**src/rtl/leds_pattern_gen.sv**
```systemverilog
// LED pattern generator: a prescaler produces one pattern step every DIV enabled
// cycles; the step drives blink, binary count, rotate or bounce on the LED bank.
module leds_pattern_gen #(
  parameter int N_LEDS = 8,
  parameter int DIV    = 6000000
) (
  input  logic              CLK,
  input  logic              RSTN,
  input  logic              EN,
  input  logic [1:0]        MODE,
  output logic [N_LEDS-1:0] LED,
  output logic              TICK
);

  localparam int                 CNT_W   = (DIV > 1) ? $clog2(DIV) : 1;
  localparam logic [CNT_W-1:0]   CNT_MAX = CNT_W'(DIV - 1);
  localparam logic [CNT_W-1:0]   CNT_ONE = CNT_W'(1);
  localparam logic [N_LEDS-1:0]  LED_ONE = N_LEDS'(1);

  typedef enum logic [1:0] {
    MODE_BLINK  = 2'd0,
    MODE_COUNT  = 2'd1,
    MODE_ROTATE = 2'd2,
    MODE_BOUNCE = 2'd3
  } mode_e;

  typedef enum logic {
    DIR_UP   = 1'b0,
    DIR_DOWN = 1'b1
  } dir_e;

  logic [CNT_W-1:0]  cnt_q,  cnt_d;
  mode_e             mode_q, mode_d;
  dir_e              dir_q,  dir_d;
  logic [N_LEDS-1:0] led_q,  led_d;
  logic              tick_q, tick_d;

  mode_e             mode_in;
  logic              step;
  logic              mode_change;
  logic [N_LEDS-1:0] led_next;
  logic [N_LEDS-1:0] led_init;
  dir_e              dir_next;

  assign mode_in     = mode_e'(MODE);
  assign step        = EN && (cnt_q == CNT_MAX);
  assign mode_change = (mode_in != mode_q);

  // Pattern loaded when a new mode is taken.
  always_comb begin
    led_init = '0;
    case (mode_in)
      MODE_ROTATE: led_init = LED_ONE;
      MODE_BOUNCE: led_init = LED_ONE;
      default:     led_init = '0;
    endcase
  end

  // Next pattern for one step in the current mode. Bounce only looks at the
  // end bit on the side it is heading to, so off-pattern values keep moving.
  always_comb begin
    led_next = led_q;
    dir_next = dir_q;
    case (mode_q)
      MODE_BLINK:  led_next = ~led_q;
      MODE_COUNT:  led_next = led_q + LED_ONE;
      MODE_ROTATE: led_next = {led_q[N_LEDS-2:0], led_q[N_LEDS-1]};
      MODE_BOUNCE: begin
        if (dir_q == DIR_UP) begin
          if (led_q[N_LEDS-1]) begin
            led_next = led_q >> 1;
            dir_next = DIR_DOWN;
          end else begin
            led_next = led_q << 1;
          end
        end else begin
          if (led_q[0]) begin
            led_next = led_q << 1;
            dir_next = DIR_UP;
          end else begin
            led_next = led_q >> 1;
          end
        end
      end
      default: led_next = led_q;
    endcase
  end

  // A mode change wins over both the step and EN.
  always_comb begin
    cnt_d  = cnt_q;
    mode_d = mode_q;
    dir_d  = dir_q;
    led_d  = led_q;
    tick_d = 1'b0;
    if (mode_change) begin
      mode_d = mode_in;
      cnt_d  = '0;
      led_d  = led_init;
      dir_d  = DIR_UP;
    end else if (EN) begin
      if (step) begin
        cnt_d  = '0;
        tick_d = 1'b1;
        led_d  = led_next;
        dir_d  = dir_next;
      end else begin
        cnt_d  = cnt_q + CNT_ONE;
      end
    end
  end

  always_ff @(posedge CLK or negedge RSTN) begin
    if (!RSTN) begin
      cnt_q  <= '0;
      mode_q <= MODE_BLINK;
      dir_q  <= DIR_UP;
      led_q  <= '0;
      tick_q <= 1'b0;
    end else begin
      cnt_q  <= cnt_d;
      mode_q <= mode_d;
      dir_q  <= dir_d;
      led_q  <= led_d;
      tick_q <= tick_d;
    end
  end

  assign LED  = led_q;
  assign TICK = tick_q;

endmodule

```
**config.mk**
```make
export PLATFORM = sky130hd
export DESIGN_NAME = leds_pattern_gen
export DESIGN_NICKNAME = d
export VERILOG_FILES = /design/src/rtl/leds_pattern_gen.sv
export SDC_FILE = /design/constraint.sdc
export NUM_CORES = 1
export LEC_CHECK = 0
export ABC_AREA = 1
export CAP_MARGIN = 30
export CORE_ASPECT_RATIO = 1.4
export CORE_UTILIZATION = 44
export DETAILED_ROUTE_END_ITERATION = 7
export DONT_BUFFER_PORTS = 1
export GPL_ROUTABILITY_DRIVEN = 0
export SYNTH_ARGS = -nofsm -noshare
export SYNTH_HDL_FRONTEND = slang
export SYNTH_SLANG_ARGS = --single-unit
```
**constraint.sdc**
```tcl
create_clock -name CLK -period 1.4 [get_ports CLK]
set_input_delay 0.35 -clock CLK [delete_from_list [all_inputs] [get_ports CLK]]
set_output_delay 0.35 -clock CLK [all_outputs]
set_load 0.05 [all_outputs]
```
Yosys cells after proc, flatten, opt, wreduce, memory -nomap -nowiden
Cells that the tools add are included.
{ "totals": {"regBits": 35, "input_bits": 5, "out_inout_bits": 9, "elab_cells": 44} }
{ "op_classes": {"addsub": 2, "n_eq_ne": 7, "n_mux": 21, "n_bitwise": 1, "n_reduce_logical": 8} }
{ "op_table": {"columns": ["operator", "count"], "rows": [
  ["$mux 23", 3],
  ["$mux 8", 6],
  ["$pmux 8 s4", 1],
  ["$add 23x1->23 const B", 1],
  ["$eq 23x23->1 const B", 1],
  ["$mux 1", 11],
  ["$add 8x1->8 const B", 1],
  ["$eq 2x2->1 const B", 4],
  ["$not 8->8", 1],
  ["$reduce_bool 2->1", 3],
  ["$reduce_and 3->1", 1],
  ["$eq 2x1->1 const B", 1],
  ["$logic_not 2->1", 1],
  ["$ne 2x2->1", 1],
  ["$reduce_and 2->1", 1],
  ["$reduce_or 2->1", 1],
  ["$logic_and 1x1->1", 1]
]} }

Depth between registers and ports, before layout
Gate-level depths: netlist of run 1.
{ "depth": {"depth_word": 6, "ltp_mapped": 11, "depth_no_buf": 10} }

Worst setup path before layout of run 1
No wires, ideal clock.
{ "synth_path": {"kind": "register -> register", "from": "register led_q[0] (netlist: LED[0])", "to": "register led_q[6] (netlist: LED[6])", "setup_time_ns": 0.066, "arrival_ns": 1.573, "required_time_ns": 1.334, "slack_ns": -0.240, "path_stages_with_launch": 8, "path_buffers": 0, "period_less_slack_ns": 1.640, "cell_sequence": "dfrtp_1 ha_1 nand2_1 nor2_1 a21oi_1 o21ai_0 nand3_1 nand2_1"} }
{ "synth_between": {"elab_chain_len": 6, "word_cells_on_any_way": 7, "classes_between": "add/sub (1); mux (6)"} }
{ "synth_rtl": {"columns": ["element", "line_no", "text"], "rows": [
  ["start: declaration", "35", "logic [N_LEDS-1:0] led_q, led_d;"],
  ["start signal: assignment", "124", "led_q <= led_d;"],
  ["branches (longest 2 deep; another with $add 8x1->8)", null, null],
  ["$pmux 8 s4 *", "64", "case (mode_q)"],
  ["$mux 8 *", "102", "if (step) begin"],
  ["$mux 8 *", "101", "end else if (EN) begin"],
  ["$mux 8 *", "96", "if (mode_change) begin"]
]} }
Mark *: on every way between the ends. The select of a mux whose other input is x is not followed.
A chain may end at the register's enable or synchronous reset.

Worst setup path in the final report of run 1
{ "layout_path": {"from": "register cnt_q[1]", "to": "register cnt_q[16]"} }
{ "layout_between": {"elab_chain_len": 5, "word_cells_on_any_way": 6, "classes_between": "add/sub (1); eq/ne (1); mux (3); reduce/logical (1)"} }
{ "layout_rtl": {"columns": ["element", "line_no", "text"], "rows": [
  ["start: declaration", "32", "logic [CNT_W-1:0] cnt_q, cnt_d;"],
  ["start signal: assignment", "121", "cnt_q <= cnt_d;"],
  ["branches (longest 2 deep; another with $add 23x1->23)", null, null],
  ["$mux 23 *", "102", null],
  ["$mux 23 *", "101", null],
  ["$mux 23 *", "96", null]
]} }
Marked as above.

==> qor.yml, run 1 <==
worst_setup_path:
  critical_path_required_ns: 1.61
  path_class: "flop to flop"
  r2r-start: "cnt_q[1]$_DFFE_PN0P_"
  critical_path_arrival_ns: 1.76
  r2r_slack_ns: -0.15
  crit_fanout: 4
  cp-end-kind: "flop"
  r2r_end: "cnt_q[16]$_DFFE_PN0P_"
  cp-start-kind: "flop"
  reg2reg_depth: 6
yosys:
  synth_nets: 374
  avgSynthCellArea_um2: 6.74
  yosysMostFrequentCell: "nand2_1"
  synth.distinct_cells: 36
  synth_top_cell_by_area: "dfrtp_1"
  synth.cell_area_um2: 2470
  ys.flop_type: "dfrtp_1"
  synthArstFlopShare_pct: 100
  yosys_warnings: 0
  synth_common_cells: "nand2_1 (109), nor2_1 (49), inv_1 (40)"
  ys_ff_latch: 35
  synth_edf_count: 0
  synthTopCellsByArea: "dfrtp_1 (35%), nand2_1 (17%), nor2_1 (7.5%)"
  yosysSeqAreaShare_pct: 35.5
  synth_top_area_share_pct: 35.5
  syn_inst: 366
layout:
  area_growth_pct: 27.0
  num-fill-cells: 516
  n_antenna_cell: 0
  seqCellArea_um2: 881
  nets: 425
  multi_input_area_um2: 1480
  drive_gt1_share_pct: 26.4
  final_area_um2: 3130
timing:
  final.setup.tns_ns: -1.22
  rsz0062_at_grt: "true"
  slew_violations: 0
  finalCritPeriodShare_pct: 111
  clock.fmax_ghz: 0.645
  slew_headroom_pct: 70.3
  fin_ws_ns: -0.151
  tightest_slew_ns: 0.446
  period_minus_slack_ns: 1.55
  hold_viol: 0
  setup_violations: 28
  fin_skew_ns: 0.00458
clock_network:
  clock_sinks: 35
  cts_tree: "done"
  cts_buffers: 5
  root_buffer: "clkbuf_8"
  clk_pin_slew_ns: 0.07
  clk_latency_ns: 0.28
  htree_levels: 2
  clockBufferDepth: 2
place:
  dp_hpwl_mm: 4.91
  post_dp_cell_area_um2: 2860
  numPortBuffers: 0
worst_hold_path:
  min_to: "mode_q[1]$_DFFE_PN0N_"
  hold_start: "MODE[1]"
  hold_depth: 0
  hp-class: "primary input to flop"
die:
  ioPinCount: 14
  num_rows: 31
  die-height_um: 90.6
  dieArea_um2: 5920
  fp.coreArea_um2: 5280
  start_util_pct: 46.8
  die_w_um: 65.3
detailed_routing:
  viasPerCell: 5.09
  wirelength_mm: 6.55
  drcViolationCount: 0
  vias: 2459
  dr.pass1.iters: 4
  wl_per_cell_um: 13.6
  drt_iter0_drc: 106
  antenna_left: 0
power_and_ir_drop:
  power.internal_w: 0.00144
  p_clk_share_pct: 35.8
  p_per_area_nw_per_um2: 620
  total_leakage_power_nw: 1.45
  power_w: 0.00194
  worst_ir_drop_vdd_mv: 0.507
  combPwrFrac_pct: 11.1
  p_switching_w: 0.000502
  p_seq_share_pct: 53.1
  p_sw_share_pct: 25.8
global_routing:
  grt_pass1_wl_mm: 11.2
  first_global_vias: 2492
  grt_max_degree: 36
  grt_use_total_pct: 24.6
  overflow: 0
  antenna_found_initial: 0
run:
  drv_cap: 0
run_status:
  violations: "negative setup slack"
  status: "complete, but fails checks"
==> cell type report <==
cell class	instances	share of cell area (%)
Timing Repair Buffer	53	13.8
Clock buffer	7	2.44
Multi-Input combinational cell	276	47.3
Inverter	46	5.79
Sequential cell	35	28.1
Tap cell	66	2.63
==> worst max-delay path, cell delays in order (launching register included) <==
cell and delay (ns):
dfrtp_1 0.42, ha_4 0.18, nand3_4 0.09, nor3_4 0.27
nand3_2 0.15, or2_0 0.22, a21oi_1 0.14
==> power by group through the flow <==
stage	clock network [W]	logic, W	registers, W
after global routing	0.000756	0.000239	0.00103
final	0.000696	0.000216	0.00103
after detailed placement	0	0.000172	0.00105
after CTS	0.000716	0.000215	0.00103
after global placement	0	0.000172	0.00105
after floorplan	0	0.000103	0.00106
==> state kept, by name, indices dropped and copies added, names as in the netlist <==
register and count:
LED 8, mode_q 2, dir_q 1, TICK 1, cnt_q 23
==> layout by cell type (no fill, tap or decap), drive strengths merged <==
cell type	Yosys	routed
xor2	4	4
nor2	55	55
nand4	8	8
o21ai	21	21
clkinv	1	1
nor3b	1	1
nand3	38	38
dlygate4sd3	0	1
a22oi	1	1
nor3	5	5
nand3b	1	1
inv	45	45
nand2	117	117
a21oi	9	9
o22ai	1	1
and3	1	1
xnor2	1	1
o211ai	4	4
ha	3	3
clkbuf	2	7
and2	1	1
or2	1	1
dfrtp	35	35
o21bai	4	4
buf	7	52
==> cells by family after synthesis <==
kind of cell / after synthesis / synth area share (%)
flip-flops: 35 / 35.5
adder cells (fa/ha/maj): 3 / 1.52
XOR/XNOR: 5 / 1.77
buffers and inverters: 55 / 9.63
AND/OR/NAND/NOR: 228 / 42.5
AO/OA/AOI/OAI: 40 / 9.07
==> worst max path at each step <==
stage / start / endpoint / slack (ns) / depth (start not counted)
after detailed placement: cnt_q[1]$_DFFE_PN0P_ / cnt_q[16]$_DFFE_PN0P_ / -0.10 / 6
after global routing: cnt_q[0]$_DFFE_PN0P_ / cnt_q[16]$_DFFE_PN0P_ / -0.23 / 6
after CTS: cnt_q[1]$_DFFE_PN0P_ / cnt_q[12]$_DFFE_PN0P_ / -0.09 / 8
after floorplan: cnt_q[1]$_DFFE_PN0P_ / LED[0]$_DFFE_PN0P_ / -0.005 / 11
after global placement: cnt_q[1]$_DFFE_PN0P_ / cnt_q[12]$_DFFE_PN0P_ / -0.03 / 8
final: cnt_q[1]$_DFFE_PN0P_ / cnt_q[16]$_DFFE_PN0P_ / -0.15 / 6
==> repair_timing <==
| item | in CTS | in global routing |
|---|---|---|
| hold buffers | 2 | 0 |
| hold endpoints to repair | 35 | 0 |
| setup buffers | 5 | 1 |
| pin swaps | 8 | 9 |
| gates resized for setup | 17 | 20 |
| setup endpoints to repair | 22 | 32 |
==> metrics by stage <==
stage | instances | utilization, % | hold slack, ns | worst slack (ns)
global route | 483 | 59.4 | 0.0796 | -0.231
global placement | 468 | 54.3 | 0.0551 | -0.0304
detailed placement | 468 | 54.3 | 0.0551 | -0.104
CTS | 482 | 58.0 | 0.0901 | -0.0918
floorplan | 366 | - | 0.0544 | -0.00478
finish | 483 | 59.4 | 0.0931 | -0.151
==> routing by layer <==
metal	part of all wire [%]	up-vias	track usage, %
met2	53	48	44.2
met3	2.7	18	4.04
li1	-	1266	-
met4	3.8	0	12.9
met5	0	-	0
met1	40	1127	26.5
No activity file was read; power rests on OpenSTA's default activity.
==> inputs of run 2 (changes only) <==
--- a/config.mk
+++ b/config.mk
@@ -9,6 +9,7 @@
 export CAP_MARGIN = 30
 export CORE_ASPECT_RATIO = 1.4
 export CORE_UTILIZATION = 44
+export CTS_CLUSTER_DIAMETER = 200
 export DETAILED_ROUTE_END_ITERATION = 7
 export DONT_BUFFER_PORTS = 1
 export GPL_ROUTABILITY_DRIVEN = 0
==> results of run 2 <==
Final layout, timing and power as in run 1 (identical DEF).
==> RTL change: new RTL, settings of run 2 <==
Reset style: synchronous (`RSTN`), changed in one clocked block.
--- a/src/rtl/leds_pattern_gen.sv
+++ b/src/rtl/leds_pattern_gen.sv
@@ -112,3 +112,3 @@
 
-  always_ff @(posedge CLK or negedge RSTN) begin
+  always_ff @(posedge CLK) begin
     if (!RSTN) begin
Formal check against the unedited RTL: differs if RSTN is asserted again (counterexample within 4 cycles, from zero or initial values and one cycle with RSTN low); with RSTN held inactive, the same outputs for 10 cycles.
==> RTL change against run 2 <==
- the run still ends with setup timing left
- global-route usage rose by 1.1 points
- critical path depth grew 3
- design area shrank 0.96%
- synthesized area is 5.6% lower
- via count up 5.9%
- cell count grew 4.3%
- routed wire length grew 5.9%
- sequential cell count stayed put
- setup slack better by 0.15 ns
- die area decreased by 5.5%
- total power rose by 6.1%
- first-iteration DRC count rose by 37%
- hold slack gained 0.057 ns
- largest power group unchanged
==> RTL change: results (changes against run 2) <==
[global_route]
grt_pass1_vias=2487  ; -0.20%
grt_start_max_net_pins=16  ; -56%
grt_usage_pct=25.6  ; +1.1 points
grt_pass1_wl_mm=11.0  ; -1.3%

[yosys]
ys_types=32  ; -11%
synth-seq-area-share_pct=30.1  ; -5.4 points
syn_nets=388  ; +3.7%
async_reset_ff_share_pct=0  ; -100 points
ys.flop_type=dfxtp_1
synthTopCellsByArea=dfxtp_1 30%, nand2_1 15%, nor2_1 10%

[sta]
skew_ns=0.00356  ; -0.00102 ns
slew_headroom_pct=68.4  ; -1.9 points
setup_violations=1  ; -96%
setup_tns_ns=-0.00225  ; +1.22 ns
setup_slack_ns=-0.00225  ; +0.149 ns
hold_ws_ns=0.150  ; +0.0566 ns

[drt]
wl_mm=6.94  ; +5.9%
drt-met1-wl_mm=2.64  ; +0.46%
route.met3.wl_um=233  ; +33%
wl_met2_mm=3.82  ; +9.3%
drtIter0Drc=145  ; +37%

[cells_and_area]
final_nets=445  ; +4.7%
drive_gt1_share_pct=32.9  ; +6.5 points

[power_and_ir_drop]
power_leakage_nw=1.38  ; -4.7%
peakVddDrop_mv=0.381  ; -25%

[critical_path]
path_depth=9  ; +3
cp_slowest_stage_delay_ns=0.36  ; -0.06 ns
worstSetupEndpoint=cnt_q[12]
path_max_fanout=7  ; +3
crit_arrival_ns=1.62  ; -0.14 ns

[outcome]
violations=setup timing
status=finished, violations left

[placement]
dp_slack_ns=-0.0903  ; +0.0139 ns
dp_hpwl_mm=5.22  ; +6.2%

[clock_tree]
insertion_delay_ns=0.30  ; +0.02 ns

-- RTL change: cell count changes after synthesis, moves of 3 or more --
cell and change:
a21oi_1 +6, dfrtp_1 -35, dfxtp_1 +35, inv_1 +8
inv_2 -3, nand2_1 -15, nand2_2 +4, nand4_1 +4
nor2_1 +14, nor3_1 +10, o21bai_1 -4
-- RTL change: stage by stage --
stage / cell area, µm² / cells
after floorplan: 2370 / 380
after global placement: 2810 / 493
after detailed placement: 2810 / 493
after CTS: 2950 / 503
after global routing: 3100 / 504
final: 3100 / 504
-- RTL change: worst min path at each step --
stage / startpoint / endpoint / cells after the start
2_1_floorplan: MODE[0] / mode_q[0] / 2
3_3_place_gp: MODE[0] / mode_q[0] / 2
3_5_place_dp: MODE[0] / mode_q[0] / 2
4_1_cts: MODE[0] / mode_q[0] / 2
5_1_grt: MODE[0] / mode_q[0] / 2
6_report: MODE[0] / mode_q[0] / 2
-- RTL change: worst register-to-register path, delay by kind of cell (launching register included) --
| kind | cells | cell delay (ns) |
|---|---|---|
| adders and majority gates | 1 | 0.17 |
| and+or+nand+nor | 7 | 0.63 |
| DFF | 1 | 0.36 |
| buffers and inverters | 1 | 0.17 |
-- RTL change: cells by family after synthesis --
group | after synthesis | share of synthesized area (%)
AOI/OAI and AO/OA | 41 | 9.56
xor gates and xnor gates | 6 | 2.26
buffers and inverters | 60 | 10.6
adders and majority gates | 3 | 1.61
DFF | 35 | 30.1
and+or+nand+nor | 235 | 45.9
-- RTL change: report_power, final --
| group | internal, mW | leakage (nW) | total [mW] | switching, mW |
|---|---|---|---|---|
| logic | 0.0762 | 1.04 | 0.201 | 0.125 |
| clock network | 0.450 | 0.0515 | 0.850 | 0.400 |
| registers | 1.00 | 0.294 | 1.01 | 0.0110 |
-- RTL change: layout make-up --
type | instances | area [µm²]
multi-input cells | 285 | 1530
clock buffers | 8 | 100
repair buffers | 58 | 458
inverters | 52 | 203
flip-flops and latches | 35 | 734
well taps | 66 | 82.6
fillers | 524 | 2020
-- RTL change: timing repair --
item / 4_1_cts / 5_1_grt
resized for setup: 11 / 53
buffers inserted: 2 / 1
hold buffers: 0 / 0
pin swaps: 4 / 16
setup endpoints to repair: 25 / 30
-- RTL change: metal layers --
metal | up-vias | GRT usage, %
met5 | - | 0
met4 | 0 | 11.8
met3 | 21 | 4.17
met1 | 1194 | 25.0
li1 | 1327 | -
met2 | 63 | 51.5
